[config.mk]
export PLATFORM = sky130hd
export DESIGN_NAME = seg_scan_flat
export DESIGN_NICKNAME = d
export VERILOG_FILES = /design/src/rtl/seg_pkg.sv /design/src/rtl/seg_scan_if.sv /design/src/rtl/seg_hex_decode.sv /design/src/rtl/seg_scan.sv /design/src/flat_wrapper.sv
export SDC_FILE = /design/constraint.sdc
export NUM_CORES = 1
export LEC_CHECK = 0
export CORE_ASPECT_RATIO = 2
export CORE_MARGIN = 4
export CORE_UTILIZATION = 59
export CTS_CLUSTER_DIAMETER = 30
export DETAILED_ROUTE_END_ITERATION = 6
export PLACE_DENSITY = 0.84
export REMOVE_ABC_BUFFERS = 1
export SLEW_MARGIN = 0
export SYNTH_ARGS = -nofsm -noshare
export SYNTH_HDL_FRONTEND = slang
export SYNTH_SLANG_ARGS = --single-unit
[constraint.sdc]
create_clock -name clk -period 5.3 [get_ports clk]
set_input_delay 1.06 -clock clk [delete_from_list [all_inputs] [get_ports clk]]
set_output_delay 1.06 -clock clk [all_outputs]
set_load 0.01 [all_outputs]
[src/rtl/seg_pkg.sv]
// Shared constants, FSM state type and sizing helper for the seg_scan display driver.
package seg_pkg;

    typedef enum logic {
        ST_DEAD = 1'b0,
        ST_SHOW = 1'b1
    } scan_state_t;

    // Segment byte with every segment and the dp dark, in active-low form.
    localparam logic [7:0] SEG_OFF = 8'hFF;

    // Active-low g..a patterns for hex 0..F; bit 7 is replaced by the dp.
    localparam logic [7:0] HEX_TBL [16] = '{
        8'hC0, 8'hF9, 8'hA4, 8'hB0, 8'h99, 8'h92, 8'h82, 8'hF8,
        8'h80, 8'h90, 8'h88, 8'h83, 8'hC6, 8'hA1, 8'h86, 8'h8E
    };

    function automatic int unsigned clog2(input int unsigned value);
        int unsigned res;
        res = 0;
        for (int unsigned i = 0; i < 32; i++) begin
            if ((64'd1 << i) < 64'(value)) res = i + 1;
        end
        return res;
    endfunction

endpackage

[src/rtl/seg_scan_if.sv]
// Value/strobe inputs and segment/digit outputs of the seg_scan display driver.
interface seg_scan_if #(
    parameter int unsigned DIGITS = 8
) ();
    logic [4*DIGITS-1:0] data;
    logic [DIGITS-1:0]   dp;
    logic [DIGITS-1:0]   blank;
    logic                load;
    logic [7:0]          seg;
    logic [DIGITS-1:0]   dig;
    logic                frame_done;

    modport master (output data, dp, blank, load, input  seg, dig, frame_done);
    modport slave  (input  data, dp, blank, load, output seg, dig, frame_done);
endinterface

[src/rtl/seg_hex_decode.sv]
// Hex nibble to seven-segment byte with decimal point, dark override and polarity.
module seg_hex_decode
    import seg_pkg::*;
(
    input  logic [3:0] i_nib,
    input  logic       i_dp,
    input  logic       i_dark,
    input  logic       i_active_low,
    output logic [7:0] o_seg_c
);
    logic [7:0] w_low;

    always_comb begin
        w_low   = i_dark ? SEG_OFF : {~i_dp, 7'(HEX_TBL[i_nib])};
        o_seg_c = i_active_low ? w_low : ~w_low;
    end
endmodule

[src/rtl/seg_scan.sv]
// Multiplexed seven-segment scanner: slot prescaler, dead-time FSM,
// double-buffered digit values and leading-zero suppression.
module seg_scan
    import seg_pkg::*;
#(
    parameter int unsigned DIGITS         = 8,
    parameter int unsigned SLOT_CYC       = 50000,
    parameter int unsigned DEAD_CYC       = 500,
    parameter bit          SEG_ACTIVE_LOW = 1'b1,
    parameter bit          DIG_ACTIVE_LOW = 1'b1,
    parameter bit          LZ_BLANK       = 1'b0
) (
    input logic       clk,
    input logic       rst,
    seg_scan_if.slave bus
);
    localparam int unsigned       PRE_W     = clog2(SLOT_CYC);
    localparam int unsigned       IDX_W     = (DIGITS > 1) ? clog2(DIGITS) : 1;
    localparam int unsigned       DATA_W    = 4 * DIGITS;
    localparam logic [PRE_W-1:0]  PRE_LAST  = PRE_W'(SLOT_CYC - 1);
    localparam logic [PRE_W-1:0]  PRE_ENTER = PRE_W'(DEAD_CYC - 1);
    localparam logic [IDX_W-1:0]  IDX_LAST  = IDX_W'(DIGITS - 1);
    localparam logic [DIGITS-1:0] DIG_OFF   = DIG_ACTIVE_LOW ? '1 : '0;
    localparam logic [7:0]        SEG_IDLE  = SEG_ACTIVE_LOW ? SEG_OFF : ~SEG_OFF;
    localparam scan_state_t       ST_RST    = (DEAD_CYC == 0) ? ST_SHOW : ST_DEAD;

    logic [PRE_W-1:0]  r_pre;
    logic [IDX_W-1:0]  r_idx;
    scan_state_t       r_state;
    logic [DATA_W-1:0] r_stg_data, r_shd_data;
    logic [DIGITS-1:0] r_stg_dp, r_shd_dp, r_stg_blank, r_shd_blank;
    logic [7:0]        r_seg;
    logic [DIGITS-1:0] r_dig;
    logic              r_frame_done;

    scan_state_t       w_state_nxt;
    logic              w_pre_wrap, w_bound;
    logic [3:0]        w_nib;
    logic              w_dp, w_dark_sel, w_dark;
    logic [DIGITS-1:0] w_dig_on, w_dig_nxt;
    logic [DIGITS:0]   w_lz;
    logic [7:0]        w_seg_c;

    // State register; the FSM mirrors whether pre has reached the dead-time end.
    always_ff @(posedge clk) begin
        if (rst) r_state <= ST_RST;
        else     r_state <= w_state_nxt;
    end

    always_comb begin
        w_state_nxt = r_state;
        w_pre_wrap  = (r_pre == PRE_LAST);
        w_bound     = w_pre_wrap && (r_idx == IDX_LAST);
        case (r_state)
            ST_DEAD: if (r_pre == PRE_ENTER)                  w_state_nxt = ST_SHOW;
            ST_SHOW: if (w_pre_wrap && (DEAD_CYC != 0))       w_state_nxt = ST_DEAD;
        endcase

        // w_lz[k]: digits DIGITS-1 down to k are all zero with dp clear.
        w_lz         = '0;
        w_lz[DIGITS] = 1'b1;
        for (int k = int'(DIGITS) - 1; k >= 0; k--) begin
            w_lz[k] = w_lz[k+1] && (r_shd_data[4*k +: 4] == 4'd0) && !r_shd_dp[k];
        end

        w_nib      = '0;
        w_dp       = 1'b0;
        w_dark_sel = 1'b0;
        w_dig_on   = '0;
        for (int k = 0; k < int'(DIGITS); k++) begin
            if (r_idx == IDX_W'(k)) begin
                w_nib       = r_shd_data[4*k +: 4];
                w_dp        = r_shd_dp[k];
                w_dark_sel  = r_shd_blank[k] || (LZ_BLANK && (k != 0) && w_lz[k]);
                w_dig_on[k] = 1'b1;
            end
        end

        w_dark    = (r_state == ST_DEAD) || w_dark_sel;
        w_dig_nxt = (r_state == ST_SHOW) ? (DIG_ACTIVE_LOW ? ~w_dig_on : w_dig_on) : DIG_OFF;
    end

    seg_hex_decode u_dec (
        .i_nib        (w_nib),
        .i_dp         (w_dp),
        .i_dark       (w_dark),
        .i_active_low (SEG_ACTIVE_LOW),
        .o_seg_c      (w_seg_c)
    );

    // Counters, staging/shadow buffers and registered outputs.
    always_ff @(posedge clk) begin
        if (rst) begin
            r_pre        <= '0;
            r_idx        <= '0;
            r_stg_data   <= '0;
            r_stg_dp     <= '0;
            r_stg_blank  <= '0;
            r_shd_data   <= '0;
            r_shd_dp     <= '0;
            r_shd_blank  <= '0;
            r_seg        <= SEG_IDLE;
            r_dig        <= DIG_OFF;
            r_frame_done <= 1'b0;
        end else begin
            r_pre <= w_pre_wrap ? '0 : r_pre + PRE_W'(1);
            if (w_pre_wrap) r_idx <= (r_idx == IDX_LAST) ? '0 : r_idx + IDX_W'(1);
            if (bus.load) begin
                r_stg_data  <= bus.data;
                r_stg_dp    <= bus.dp;
                r_stg_blank <= bus.blank;
            end
            // A load on the boundary itself goes straight to the shadow.
            if (w_bound) begin
                r_shd_data  <= bus.load ? bus.data  : r_stg_data;
                r_shd_dp    <= bus.load ? bus.dp    : r_stg_dp;
                r_shd_blank <= bus.load ? bus.blank : r_stg_blank;
            end
            r_frame_done <= w_bound;
            r_seg        <= w_seg_c;
            r_dig        <= w_dig_nxt;
        end
    end

    assign bus.seg        = r_seg;
    assign bus.dig        = r_dig;
    assign bus.frame_done = r_frame_done;
endmodule
[src/flat_wrapper.sv]
// flat-port wrapper written by rule: the top's interface ports become plain ports
module seg_scan_flat import seg_pkg::*;
#(
    parameter int unsigned DIGITS         = 8,
    parameter int unsigned SLOT_CYC       = 50000,
    parameter int unsigned DEAD_CYC       = 500,
    parameter bit          SEG_ACTIVE_LOW = 1'b1,
    parameter bit          DIG_ACTIVE_LOW = 1'b1,
    parameter bit          LZ_BLANK       = 1'b0
)
  (clk, rst, bus_data, bus_dp, bus_blank, bus_load, bus_seg, bus_dig, bus_frame_done);
  seg_scan_if #(.DIGITS(DIGITS)) bus_i ();
  input logic clk;
  input logic rst;
  input wire logic [$bits(bus_i.data)-1:0] bus_data;
  input wire logic [$bits(bus_i.dp)-1:0] bus_dp;
  input wire logic [$bits(bus_i.blank)-1:0] bus_blank;
  input wire logic [$bits(bus_i.load)-1:0] bus_load;
  output wire logic [$bits(bus_i.seg)-1:0] bus_seg;
  output wire logic [$bits(bus_i.dig)-1:0] bus_dig;
  output wire logic [$bits(bus_i.frame_done)-1:0] bus_frame_done;
  assign bus_i.data = bus_data;
  assign bus_i.dp = bus_dp;
  assign bus_i.blank = bus_blank;
  assign bus_i.load = bus_load;
  assign bus_seg = bus_i.seg;
  assign bus_dig = bus_i.dig;
  assign bus_frame_done = bus_i.frame_done;
  seg_scan #(.DIGITS(DIGITS), .SLOT_CYC(SLOT_CYC), .DEAD_CYC(DEAD_CYC), .SEG_ACTIVE_LOW(SEG_ACTIVE_LOW), .DIG_ACTIVE_LOW(DIG_ACTIVE_LOW), .LZ_BLANK(LZ_BLANK)) u_core (.clk(clk), .rst(rst), .bus(bus_i));
endmodule
== Word-level counts from Yosys, hierarchy flattened ==
Memories as Yosys holds them, arrays and structs flattened. A register that Yosys moved wholly into a read port is not among the register bits.
Cells that the tools add are included.
Storage, ports and cells
  register bits: 133
  bits in read-only memories: 128
  input bits: 51
  output and inout bits: 17
  memories kept: 1
Operators by class
  add/sub/neg operators: 2
  $lt $le $gt $ge: 1
  equality and inequality tests: 9
  mux-type cells: 41
  bitwise gates (word level): 4
  reduce and logical (&&, ||, !) cells: 6
Memory list
  (no name shown): depth 16, bits a word 8, rd ports 1, clocked after Yosys merged registers in 1, wr ports 0, line seg_hex_decode.sv:14  | w_low = i_dark ? SEG_OFF : {~i_dp, 7'(HEX_TBL[i_nib])};
Operator list (count)
  two-way mux 32 bit: 1
  two-way mux 4 bit: 8
  two-way mux 1 bit: 26
  adder 16 x 1 -> 16 bit (second input constant): 1
  equality test 16 bit (second input constant): 1
  equality test 16 x 9 -> 1 bit (second input constant): 1
  two-way mux 8 bit: 2
  two-way mux 7 bit: 2
  equality test 3 bit (second input constant): 4
  inverter 8 bit: 1
  equality test 3 x 2 -> 1 bit (second input constant): 2
  OR reduction 2 bit: 3
  >= comparator 5 bit (second input constant): 1
  inverter 4 -> 5 bit: 1
  adder 3 x 1 -> 3 bit (second input constant): 1
  equality test 3 x 1 -> 1 bit (second input constant): 1
  logical NOT 3 bit: 1
  two-way mux 3 bit: 1
  inverter 1 bit: 2
  one-hot mux 1 bit (2 select lines): 1
  logical AND 1 bit: 1
  logical OR 1 bit: 1

== Longest topological paths before layout ==
  word-level depth: 13
  mapped depth: 14

== Cells and area by module ==
Synthesis repeated with hierarchy kept, for this count alone.
Second synthesis, totals
  cell total of the unflattened synthesis: 623
  area total of the unflattened synthesis: 6035.8 µm²
By module, submodules not included
  seg_scan: instances 1, cells an instance 572, area an instance 5647.9 µm²
  seg_hex_decode: instances 1, cells an instance 51, area an instance 387.9 µm²

== Worst setup path after synthesis ==
OpenSTA, ideal clock, no wires.
  kind: reg2reg
  start point: reg u_core.r_idx[2]
  end point: reg u_core.r_seg[0], in the netlist u_core.bus.seg[0]
  setup time: 127 ps
  data arrival time: 2654 ps
  data required time: 5173 ps
  path slack: 2519 ps
  cell stages (with the launch flop): 13
  clock period less this slack: 2781 ps
  cell sequence: dfxtp_1 > clkbuf_1 > inv_1 > ha_1 > clkbuf_1 > a221oi_1 > nand3_1 > o221ai_1 > inv_1 > ha_1 > a221oi_1 > o2bb2ai_1 > a32oi_1
Between the ends
  word-level cells in the longest chain between the ends: 11
  elaborated cells between the ends (all ways): 27
RTL lines
  start: declaration: line seg_scan.sv:28  | logic [IDX_W-1:0] r_idx;
  start signal: assignment: line seg_scan.sv:107  | if (w_pre_wrap) r_idx <= (r_idx == IDX_LAST) ? '0 : r_idx + IDX_W'(1);
  logical NOT 3 bit: line seg_scan.sv:71  | if (r_idx == IDX_W'(k)) begin
  two-way mux 1 bit (8 in a row): line seg_scan.sv:71
  logical OR 1 bit: line seg_scan.sv:79  | w_dark = (r_state == ST_DEAD) || w_dark_sel;
  OR reduction 2 bit (no line)
  end: declaration: line seg_scan.sv:32  | logic [7:0] r_seg;
Several ways; a longest one is shown, not always the timed one.
A chain may end at the register's enable or synchronous reset.

== Worst setup path in the final report ==
Same ends and word-level chain as after synthesis.

==> qor.csv <==
stage,metric,value,unit
timing,Max Clk Rate,0.297,GHz
place,port buffer count,67,
cts,post-CTS setup buffers,0,
critical_path,crit path capture type,flop,
grt,global-route wire length before repair,19.9,mm
critical_path,"Arr. time, crit path",3.66,ns
timing,Clock Skews,0.00674,ns
power_and_ir_drop,P_sw,0.000488,W
floorplanning,Core ar.,8950,sq um
cts,TritonCTS clock tree,built,
timing,Slew Limit Headroom,0.208,
cts,CTS resizes,0,
logic_synthesis,synthesized area per cell,9.24,sq um
cts,Clock Pin Slew Worst Setup and Hold Paths,0.06,ns
route,DRC viols,0,
power_and_ir_drop,total power,0.00232,W
cts,# clock sinks,133,
job,Max-Cap Viols,0,
timing,max-slew violation count,0,
logic_synthesis,synthesized netlist cell count,580,
place,routability cong.,0.978,
cts,Num CTS Buffers,17,
logic_synthesis,Post-synth top flop,dfxtp_1,
route,Via density,5.82,
route,detailed router's first-iteration violation count,310,
route,vias after detailed routing,4336,
logic_synthesis,Synthesis Warnings,0,
logic_synthesis,Post-Syn Area,5360,sq um
timing,Worst Tran Pin Value,1.19,ns
finish,layout cells sized above 1,0.0809,
timing,Final TNS setup,0,ns
grt,largest net degree at the start of global routing,50,
power_and_ir_drop,Clock Power Share,0.507,
logic_synthesis,"FF+latch count, synth",133,
power_and_ir_drop,Gate power share,0.048,
logic_synthesis,Post-synth EDFFs,0,
grt,GRT Util Overall,0.243,
power_and_ir_drop,sw frac,0.211,
floorplanning,I/O Pins,68,
cts,Bufs on Longest Clock Path,2,
cts,clk root buf,clkbuf_16,
floorplanning,Initial Utilization,0.599,
logic_synthesis,"Seq/Total Area, Yosys",0.497,
route,Routed WL,12.4,mm
critical_path,R2R Setup Slk,1.93,ns
logic_synthesis,asr flop ratio synth,0,
cts,cts hold-fix bufs,0,
worst_hold_path,hold crit path type,flop to flop,
route,wire per inst,16.6,microns
timing,Final min period,3.37,ns
run_status,status,"finished, final reports clean",
finish,most frequent cells in the layout,"dfxtp_1, nor2_1, nand2_1",
timing,Fin. Hold Viols,0,
worst_hold_path,hold path depth,1,
route,Detailed Routing Iterations Pass 1,5,
place,hpwl dp,8.62,mm
floorplanning,overall die area,10800,sq um
power_and_ir_drop,PD cells,351,nW/um^2
grt,initial antenna violation count,0,
floorplanning,Die Wd,75.4,microns
cts,H-tree level count,4,
route,Antenna Nets Post-Route,0,
power_and_ir_drop,power share of the sequential group,0.445,
critical_path,Reg2Reg Depth,10,
critical_path,CP required,5.59,ns
power_and_ir_drop,Pint,0.00183,W
logic_synthesis,top cell type by total area after synthesis,dfxtp_1,
timing,worst hold slack,0.447,ns
timing,RSZ-0062 raised after global routing,false,
critical_path,Setup CP Type,flop to flop,
floorplanning,Die Y,143,microns
power_and_ir_drop,Leakage,2.62,nW
floorplanning,site row count,49,
logic_synthesis,Synth area leaders,"dfxtp_1, mux2i_1, nor2_1",
logic_synthesis,Synth top area share,0.497,
logic_synthesis,Yosys cell types,58,
critical_path,crit path max fanout,20,
finish,# nets final,694,
power_and_ir_drop,VDD IR max,0.281,mV
timing,Tcrit/Tclk final,0.635,
cts,clock latency on the worst-skew pair,0.42,ns
grt,vias in the first global route,4414,
timing,# setup viols final,0,
finish,Antenna Cells,0,
finish,synthesis-to-finish area growth,23.4,%
grt,"Remaining Overflow, GRT",0,
critical_path,Startpoint Class,flop,
finish,"commonest non-fill, non-tap cell in the layout",dfxtp_1,
worst max-delay path, cell delays in order (launching register included):
cell       delay, ns
dfxtp_1         0.71
inv_1           0.23
ha_1            0.38
a221oi_1        0.33
nand3_1         0.11
o221ai_1        0.45
inv_1           0.18
ha_1            0.25
a221oi_1        0.36
o2bb2ai_1       0.17
a32oi_1         0.07
sequential cells by signal, summed over array words and instances, names as in the netlist:
name                   count
u_core.r_stg_blank         8
u_core.bus.dig             8
u_core.r_pre              16
u_core.r_idx               3
u_core.r_stg_data         32
u_core.r_stg_dp            8
u_core.r_shd_blank         8
u_core.bus.seg             8
u_core.r_shd_dp            8
u_core.r_shd_data         32
u_core.r_state             1
u_core.bus.frame_done      1
power by group through the flow:
| stage | Clock, W | Combinational [W] | Sequential, W |
|---|---|---|---|
| final | 0.00118 | 0.000111 | 0.00103 |
| after global routing | 0.00123 | 0.000123 | 0.00103 |
| after CTS | 0.00119 | 0.000113 | 0.00103 |
| after detailed placement | 0 | 0.000112 | 0.00105 |
| after global placement | 0 | 0.000108 | 0.00105 |
| after floorplan | 0 | 0.0000460 | 0.00105 |
routing by layer:
layer,GRT usage,vias to the layer above,wire length [microns]
li1,-,2103,-
met1,0.240,2059,4390
met2,0.446,132,6980
met3,0.0514,42,528
met4,0.130,0,469
met5,0,-,0
final timing paths:
check / start / endpoint
setup / recovery: u_core.r_idx[2] / u_core.bus.seg[0]
hold / removal: u_core.r_pre[0] / u_core.r_pre[0]
setup reg to reg: u_core.r_idx[2] / u_core.bus.seg[0]
hold reg to reg: u_core.r_pre[0] / u_core.r_pre[0]
layout make-up:
| type | instances | area [sq um] |
|---|---|---|
| fillers | 662 | 2340 |
| clock inverters | 13 | 156 |
| flip-flops and latches | 133 | 2660 |
| clock buffers | 19 | 443 |
| inverters | 19 | 71.3 |
| multi-input cells | 390 | 2480 |
| well taps | 102 | 128 |
| repair buffers | 69 | 676 |
kinds of logic after synthesis:
kind of cell / synth area share
simple gates: 0.170
mux: 0.0952
flops: 0.497
xor+xnor: 0.0229
buf+inv: 0.0427
compound gates: 0.142
fa+ha+maj: 0.0303
cells in the mapped netlist (all sizes together), types with 3 or more instances:
| cell type | count |
|---|---|
| dfxtp | 133 |
| nand3 | 12 |
| or3 | 3 |
| a211oi | 3 |
| a21oi | 17 |
| buf | 7 |
| nor3 | 5 |
| o221ai | 7 |
| xor2 | 4 |
| o21ai | 53 |
| nand2 | 70 |
| a31oi | 3 |
| nand2b | 5 |
| ha | 13 |
| nor4 | 3 |
| nor2b | 5 |
| nand3b | 6 |
| a32oi | 3 |
| nor2 | 72 |
| mux2i | 51 |
| o311ai | 3 |
| inv | 19 |
| xnor2 | 10 |
| nand4 | 5 |
| clkbuf | 31 |
| a22oi | 3 |
| a221oi | 4 |
stage by stage:
stage	cell area [sq um]	std cells	utilization	worst slack [ns]
3_5_place_dp	6010	713	0.672	2.06
6_report	6610	745	0.739	1.93
3_3_place_gp	6010	713	0.672	2.27
4_1_cts	6610	745	0.739	2.06
2_1_floorplan	5200	542	-	2.54
5_1_grt	6610	745	0.739	1.71
(Power assumes the default switching activity.)
